===== src/rtl/opb_register_bank_ppc2simulink.sv =====
// OPB slave register bank: C_NUM_REGS 32-bit PPC-writable registers feeding
// Simulink user logic, with per-register write strobes, optional self-clearing
// (pulse) registers, byte-enable writes, readback and an error ack for
// in-window indices beyond the implemented register count.
//
// state | meaning
// ------+----------------------------------------------------------------
// IDLE  | waiting for a hit; only accepted once select has been seen low
// ACK   | one-cycle transfer acknowledge (read data / errAck valid here)
// HOLD  | transfer done, waiting for the master to drop OPB_select
module opb_register_bank_ppc2simulink #(
  parameter int                      C_OPB_AWIDTH = 32,
  parameter int                      C_OPB_DWIDTH = 32,
  parameter logic [C_OPB_AWIDTH-1:0] C_BASEADDR   = 32'h0100_0100,
  parameter logic [C_OPB_AWIDTH-1:0] C_HIGHADDR   = 32'h0100_01FF,
  parameter int                      C_NUM_REGS   = 4,
  parameter logic [31:0]             C_INIT_VALUE = 32'h0,
  parameter logic [C_NUM_REGS-1:0]   C_PULSE_MASK = '0
) (
  input  logic                      OPB_Clk,
  input  logic                      OPB_Rst,
  input  logic [0:C_OPB_AWIDTH-1]   OPB_ABus,
  input  logic [0:3]                OPB_BE,
  input  logic [0:C_OPB_DWIDTH-1]   OPB_DBus,
  input  logic                      OPB_RNW,
  input  logic                      OPB_select,
  input  logic                      OPB_seqAddr,
  output logic [0:C_OPB_DWIDTH-1]   Sl_DBus,
  output logic                      Sl_xferAck,
  output logic                      Sl_errAck,
  output logic                      Sl_retry,
  output logic                      Sl_toutSup,
  output logic [32*C_NUM_REGS-1:0]  user_data_out,
  output logic [C_NUM_REGS-1:0]     user_wr_stb
);

  localparam int IDXW = C_OPB_AWIDTH - 2;

  typedef enum logic [1:0] {
    ST_IDLE = 2'd0,
    ST_ACK  = 2'd1,
    ST_HOLD = 2'd2
  } state_t;

  state_t                  state;
  logic                    armed;
  logic [31:0]             regs [C_NUM_REGS];

  logic [C_OPB_AWIDTH-1:0] addr;
  logic [C_OPB_AWIDTH-1:0] offset;
  logic [IDXW-1:0]         idx;
  logic                    hit;
  logic                    idx_valid;
  logic                    accept;
  logic                    wr_accept;
  logic [31:0]             wdata;
  logic [3:0]              be;
  logic [31:0]             be_mask;
  logic [31:0]             rd_data;
  logic                    unused_ok;

  // Big-endian OPB bit numbering maps positionally onto little-endian user
  // bits: OPB_DBus[0] is user bit 31, OPB_BE[0] covers user bits 31:24.
  assign addr      = OPB_ABus;
  assign wdata     = OPB_DBus;
  assign be        = OPB_BE;
  assign be_mask   = {{8{be[3]}}, {8{be[2]}}, {8{be[1]}}, {8{be[0]}}};

  assign offset    = addr - C_BASEADDR;
  assign idx       = offset[C_OPB_AWIDTH-1:2];
  assign hit       = OPB_select && (addr >= C_BASEADDR) && (addr <= C_HIGHADDR);
  assign idx_valid = (idx < IDXW'(C_NUM_REGS));
  assign accept    = (state == ST_IDLE) && armed && hit;
  assign wr_accept = accept && !OPB_RNW && idx_valid;

  assign Sl_retry   = 1'b0;
  assign Sl_toutSup = 1'b0;

  // Sub-word address bits and the burst hint carry no meaning here.
  assign unused_ok = ^{offset[1:0], OPB_seqAddr};

  // Read mux: out-of-range indices fall through to zero.
  always_comb begin
    rd_data = '0;
    for (int i = 0; i < C_NUM_REGS; i++) begin
      if (idx == IDXW'(i)) rd_data = regs[i];
    end
  end

  // Bus handshake FSM with registered slave outputs.
  always_ff @(posedge OPB_Clk or posedge OPB_Rst) begin
    if (OPB_Rst) begin
      state      <= ST_IDLE;
      armed      <= 1'b0;
      Sl_xferAck <= 1'b0;
      Sl_errAck  <= 1'b0;
      Sl_DBus    <= '0;
    end else begin
      // A select still high across reset must be released before a new ack.
      if (!OPB_select) armed <= 1'b1;
      Sl_xferAck <= 1'b0;
      Sl_errAck  <= 1'b0;
      Sl_DBus    <= '0;
      case (state)
        ST_IDLE: begin
          if (accept) begin
            state      <= ST_ACK;
            Sl_xferAck <= 1'b1;
            Sl_errAck  <= !idx_valid;
            if (OPB_RNW) Sl_DBus <= rd_data;
          end
        end
        ST_ACK:  state <= ST_HOLD;
        ST_HOLD: if (!OPB_select) state <= ST_IDLE;
        default: state <= ST_IDLE;
      endcase
    end
  end

  // Register file and write strobes; writes land on the edge entering ACK.
  always_ff @(posedge OPB_Clk or posedge OPB_Rst) begin
    if (OPB_Rst) begin
      for (int i = 0; i < C_NUM_REGS; i++) begin
        regs[i] <= C_PULSE_MASK[i] ? 32'h0 : C_INIT_VALUE;
      end
      user_wr_stb <= '0;
    end else begin
      for (int i = 0; i < C_NUM_REGS; i++) begin
        if (wr_accept && (idx == IDXW'(i))) begin
          // Pulse registers start from zero so unwritten bytes read back 0.
          if (C_PULSE_MASK[i]) regs[i] <= wdata & be_mask;
          else                 regs[i] <= (regs[i] & ~be_mask) | (wdata & be_mask);
        end else if (C_PULSE_MASK[i]) begin
          regs[i] <= 32'h0;
        end
        user_wr_stb[i] <= wr_accept && (idx == IDXW'(i));
      end
    end
  end

  for (genvar g = 0; g < C_NUM_REGS; g++) begin : g_out
    assign user_data_out[32*g +: 32] = regs[g];
  end

endmodule


===== config.mk =====
export PLATFORM = sky130hd
export DESIGN_NAME = opb_register_bank_ppc2simulink
export DESIGN_NICKNAME = d
export VERILOG_FILES = /design/src/rtl/opb_register_bank_ppc2simulink.sv
export SDC_FILE = /design/constraint.sdc
export NUM_CORES = 1
export LEC_CHECK = 0
export CAP_MARGIN = 20
export CORE_AREA = 3 3 127 129
export DETAILED_ROUTE_END_ITERATION = 16
export DIE_AREA = 0 0 130 132
export PLACE_DENSITY = 0.86
export SETUP_SLACK_MARGIN = 0.1
export SYNTH_ARGS = -nofsm -noshare
export SYNTH_HDL_FRONTEND = slang
export SYNTH_SLANG_ARGS = --single-unit

===== constraint.sdc =====
create_clock -name OPB_Clk -period 9.6 [get_ports OPB_Clk]
set_input_delay 1.44 -clock OPB_Clk [delete_from_list [all_inputs] [get_ports OPB_Clk]]
set_output_delay 1.44 -clock OPB_Clk [all_outputs]
set_load 0.1 [all_outputs]

# == After elaboration in Yosys (flattened, before gate mapping) ==
# Index checks and enable logic that the tools add are counted.
# totals
register_bits,169
latchBits,0
mem_bits_rw,0
rom_bits,0
mem_count,0
# op_classes
add_sub_neg,1
n_mul,0
div_mod_pow,0
order_cmp,3
n_eq_ne,7
n_shift,0
n_mux,14
n_bitwise,10
n_reduce_logical,15
# op_table
cell,n
$mux 32,7
$and 32x32->32,5
$or 32x32->32,4
$eq 30x2->1 const B,2
$ge 32x25->1 const B,1
$le 32x25->1 const B,1
$not 32->32,1
$sub 32x25->32 const B,1
$eq 30x1->1 const B,1
$logic_not 30->1,1
$lt 30x3->1 const B,1
$logic_and 1x1->1,10
$pmux 2 s3,1
$mux 1,4
$mux 2,2
$ne 2x2->1 const B,2
$eq 2x1->1 const B,1
$eq 2x2->1 const B,1
$logic_not 1->1,2
$logic_not 2->1,1
$reduce_and 2->1,1

# == Longest topological paths before layout ==
# depth
word_depth,9
ltp_mapped,8

# == Worst setup path after synthesis ==
# Ideal clock, no wire load.
# synth_path
kind,input to register
start,input OPB_ABus[5] (netlist name)
end,register (tool-made name)
t_arrival_ns,3.335
slack_ns,6.140
path_stages,7
n_path_buf,2
cell_sequence,or4_4 or3_4 nor3_4 buf_6 and4b_1 buf_6 mux2_2
# synth_rtl
item,line_no,rtl
from (decl),22,"input logic [0:C_OPB_AWIDTH-1] OPB_ABus,"

# == Final worst setup path ==
# layout_path
start,input OPB_ABus[12] (netlist name)
end,register Sl_DBus[27] (netlist name)
# layout_between
elab_chain_cells,9
elab_cells_between_ends,17
# layout_rtl
item,line_no,rtl
$sub 32x25->32,69,assign offset = addr - C_BASEADDR;
$logic_not 30->1,86,if (idx == IDXW'(i)) rd_data = regs[i];
$mux 32 (4 in a row),86,
$mux 32,110,if (OPB_RNW) Sl_DBus <= rd_data;
$mux 32 *,106,if (accept) begin
$mux 32 *,104,case (state)
to (signal assigned),110,
to (decl),28,"output logic [0:C_OPB_DWIDTH-1] Sl_DBus,"
# Mark *: on every way between the ends. The rest lies on a longest branch, timed or not.
# A chain may end at the register's enable or synchronous reset.

==> flow_metrics.env <==
export IMPL_avgSynthCellArea_sq_um=14.9
export IMPL_rows=45
export IMPL_synthesis_area_sq_um=7680
export IMPL_cp_end_kind="flip-flop"
export IMPL_synth_top_area_cell="dfrtp_1"
export IMPL_coreArea_sq_um=15100
export IMPL_h_tree_depth=4
export IMPL_async_flop_share_pct=100
export IMPL_vdd_drop_max_mv=0.133
export IMPL_die_width_microns=130
export IMPL_grt_usage_pct=26.7
export IMPL_dpl_instance_area_sq_um=10200
export IMPL_yosysWarnings=0
export IMPL_crit_arrival_ns=4.46
export IMPL_relSlewSlack_pct=28.3
export IMPL_wirelength_mm=22.5
export IMPL_drive_gt1_share_pct=29.9
export IMPL_initial_core_util_pct=50.7
export IMPL_fin_crit_ns=4.21
export IMPL_power_density_nw_per_um2=136
export IMPL_worst_path_max_fanout=17
export IMPL_hold_violations=0
export IMPL_drc_errors=0
export IMPL_ys_dominant_reg_cell="dfrtp_1"
export IMPL_grt_pass1_wl_mm=34.9
export IMPL_synth_edf_count=0
export IMPL_crit_type="primary input to flip-flop"
export IMPL_cts_resized=0
export IMPL_final_common_cell="clkdlybuf4s50_1"
export IMPL_ant_nets=0
export IMPL_chipHeight_microns=132
export IMPL_die_area_sq_um=17200
export IMPL_cts_hold_buf=0
export IMPL_skew_ns=0.00661
export IMPL_dr_total_vias=5674
export IMPL_yosysTopAreaCellShare_pct=55.0
export IMPL_first_iter_violations=373
export IMPL_final_nets=815
export IMPL_cts_setup_buffers=0
export IMPL_cts_tree="done"
export IMPL_gp_congestion=0.807
export IMPL_ys_seq_elements=169
export IMPL_area_growth_pct=39.7
export IMPL_root_buffer="clkbuf_16"
export IMPL_fin_area_sq_um=10700
export IMPL_place_hpwl_mm=15.3
export IMPL_syn_inst=517
export IMPL_grt_max_degree=109
export IMPL_setup_tns_ns=0
export IMPL_routed_via_density=6.02
export IMPL_n_antenna_cell=0
export IMPL_critPathLaunchType="primary input"
export IMPL_ys_seq_area_share_pct=55.0
export IMPL_setup_viol=0
export IMPL_final_core_util_pct=70.8
export IMPL_pin_count=241
export IMPL_hold_path_class="flip-flop to flip-flop"
export IMPL_most_common_layout_cells="clkdlybuf4s50_1, dfrtp_1, mux2_2"
export IMPL_clock_sink_count=169
export IMPL_antenna_found_initial=0
export IMPL_grt_pass1_vias=5995
export IMPL_crit_required_ns=9.84
export IMPL_fmax_ghz=0.237
export IMPL_maxCapViolCount=0
export IMPL_overflow=0
export IMPL_synth_top_cells_by_area="dfrtp_1, mux2_2, mux4_2"
export IMPL_clock_path_buffers=2
export IMPL_rsz0062_at_grt="no"
export IMPL_p_leak_nw=4.69
export IMPL_wire_per_inst_microns=23.9
export IMPL_status="completed"
export IMPL_numCtsBuffers=17
export IMPL_drv_slew=0
export IMPL_netlist_cell_type_count=44
export IMPL_io_buffers=235
export IMPL_first_pass_iters=4
export IMPL_fin_crit_sh_pct=43.9
export IMPL_path_clk_slew_ns=0.06
export IMPL_worstMarginPinSlew_ns=1.07
export IMPL_clk_latency_ns=0.42
## metal layers
| metal | share of wire, % | wire, microns | vias up | track usage (%) |
|---|---|---|---|---|
| met2 | 53 | 11900 | 229 | 46.4 |
| met1 | 39 | 8710 | 2968 | 32.6 |
| li1 | - | - | 2443 | - |
| met4 | 2.5 | 554 | 0 | 9.24 |
| met5 | 0 | 0 | - | 0 |
| met3 | 5.9 | 1330 | 34 | 5.88 |
## power breakdown
| part | total (mW) | leakage [nW] | switching [mW] | internal (mW) |
|---|---|---|---|---|
| clock | 0.656 | 0.277 | 0.278 | 0.378 |
| sequential | 0.712 | 2.36 | 0.0000132 | 0.712 |
| combinational | 0.0879 | 2.06 | 0.0526 | 0.0353 |
| total | 1.46 | 4.69 | 0.330 | 1.13 |
## through the flow
step	instances	total power, mW	hold WS (ns)	setup slack (ns)
2_1_floorplan	518	0.766	0.441	3.58
3_3_place_gp	911	0.811	0.460	5.06
3_5_place_dp	911	0.813	0.508	4.99
4_1_cts	943	1.46	0.522	5.42
5_1_grt	943	1.50	0.539	5.25
6_report	943	1.46	0.520	5.39
## Yosys cell counts, types with 2 or more instances
| cell type | instances |
|---|---|
| and4b_1 | 3 |
| nor4_4 | 2 |
| or3_1 | 2 |
| nand3_2 | 9 |
| xor2_1 | 2 |
| buf_4 | 3 |
| nand4_4 | 4 |
| or4_4 | 2 |
| and2_1 | 4 |
| mux4_2 | 32 |
| dfrtp_1 | 169 |
| nor4_1 | 38 |
| nor3_1 | 10 |
| nand4_1 | 32 |
| buf_2 | 16 |
| nor3b_1 | 2 |
| nand2_1 | 7 |
| mux2_2 | 128 |
| nor2_1 | 6 |
| inv_1 | 5 |
| nand4b_1 | 2 |
| buf_6 | 3 |
| clkbuf_1 | 15 |
## layout make-up
class | count | area [sq um]
Fill cell | 978 | 4420
Clock inverter | 10 | 91.3
Inverter | 5 | 23.8
Clock buffer | 22 | 474
Tap cell | 188 | 235
Timing Repair Buffer | 243 | 2400
Multi-Input combinational cell | 306 | 3270
Sequential cell | 169 | 4230
## critical path: stages
cell and delay (ns):
clkdlybuf4s50_1 0.39, or3_1 0.39, or4_4 0.48, o21ai_0 0.45, nor3b_4 0.82, buf_4 0.38
nor4_1 0.10
## worst paths after layout
check | cells past startpoint | endpoint | startpoint | slack, ns
setup / recovery | 7 | Sl_DBus[27]$_DFF_PP0_ | OPB_ABus[12] | 5.39
hold / removal | 1 | armed$_DFFE_PP0N_ | armed$_DFFE_PP0N_ | 0.52
setup reg to reg | 5 | flip-flop | state[1]$_DFFE_PP0P_ | 7.06
hold reg to reg | 1 | armed$_DFFE_PP0N_ | armed$_DFFE_PP0N_ | 0.52
max in group asynchronous | 3 | async pin | OPB_Rst | 6.62
min in group asynchronous | 2 | async pin | OPB_Rst | 1.61
## cell families (layout without fill, tap and decap cells)
family | after synthesis | in the layout | share of synthesized area (%)
xor+xnor | 2 | 2 | 0.228
mux | 161 | 161 | 28.3
compound gates | 7 | 7 | 0.733
buf+inv | 43 | 280 | 2.80
simple gates | 134 | 134 | 12.9
flops | 169 | 169 | 55.0
other cells | 1 | 2 | 0.0488
No activity file was read; power rests on OpenSTA's default activity.
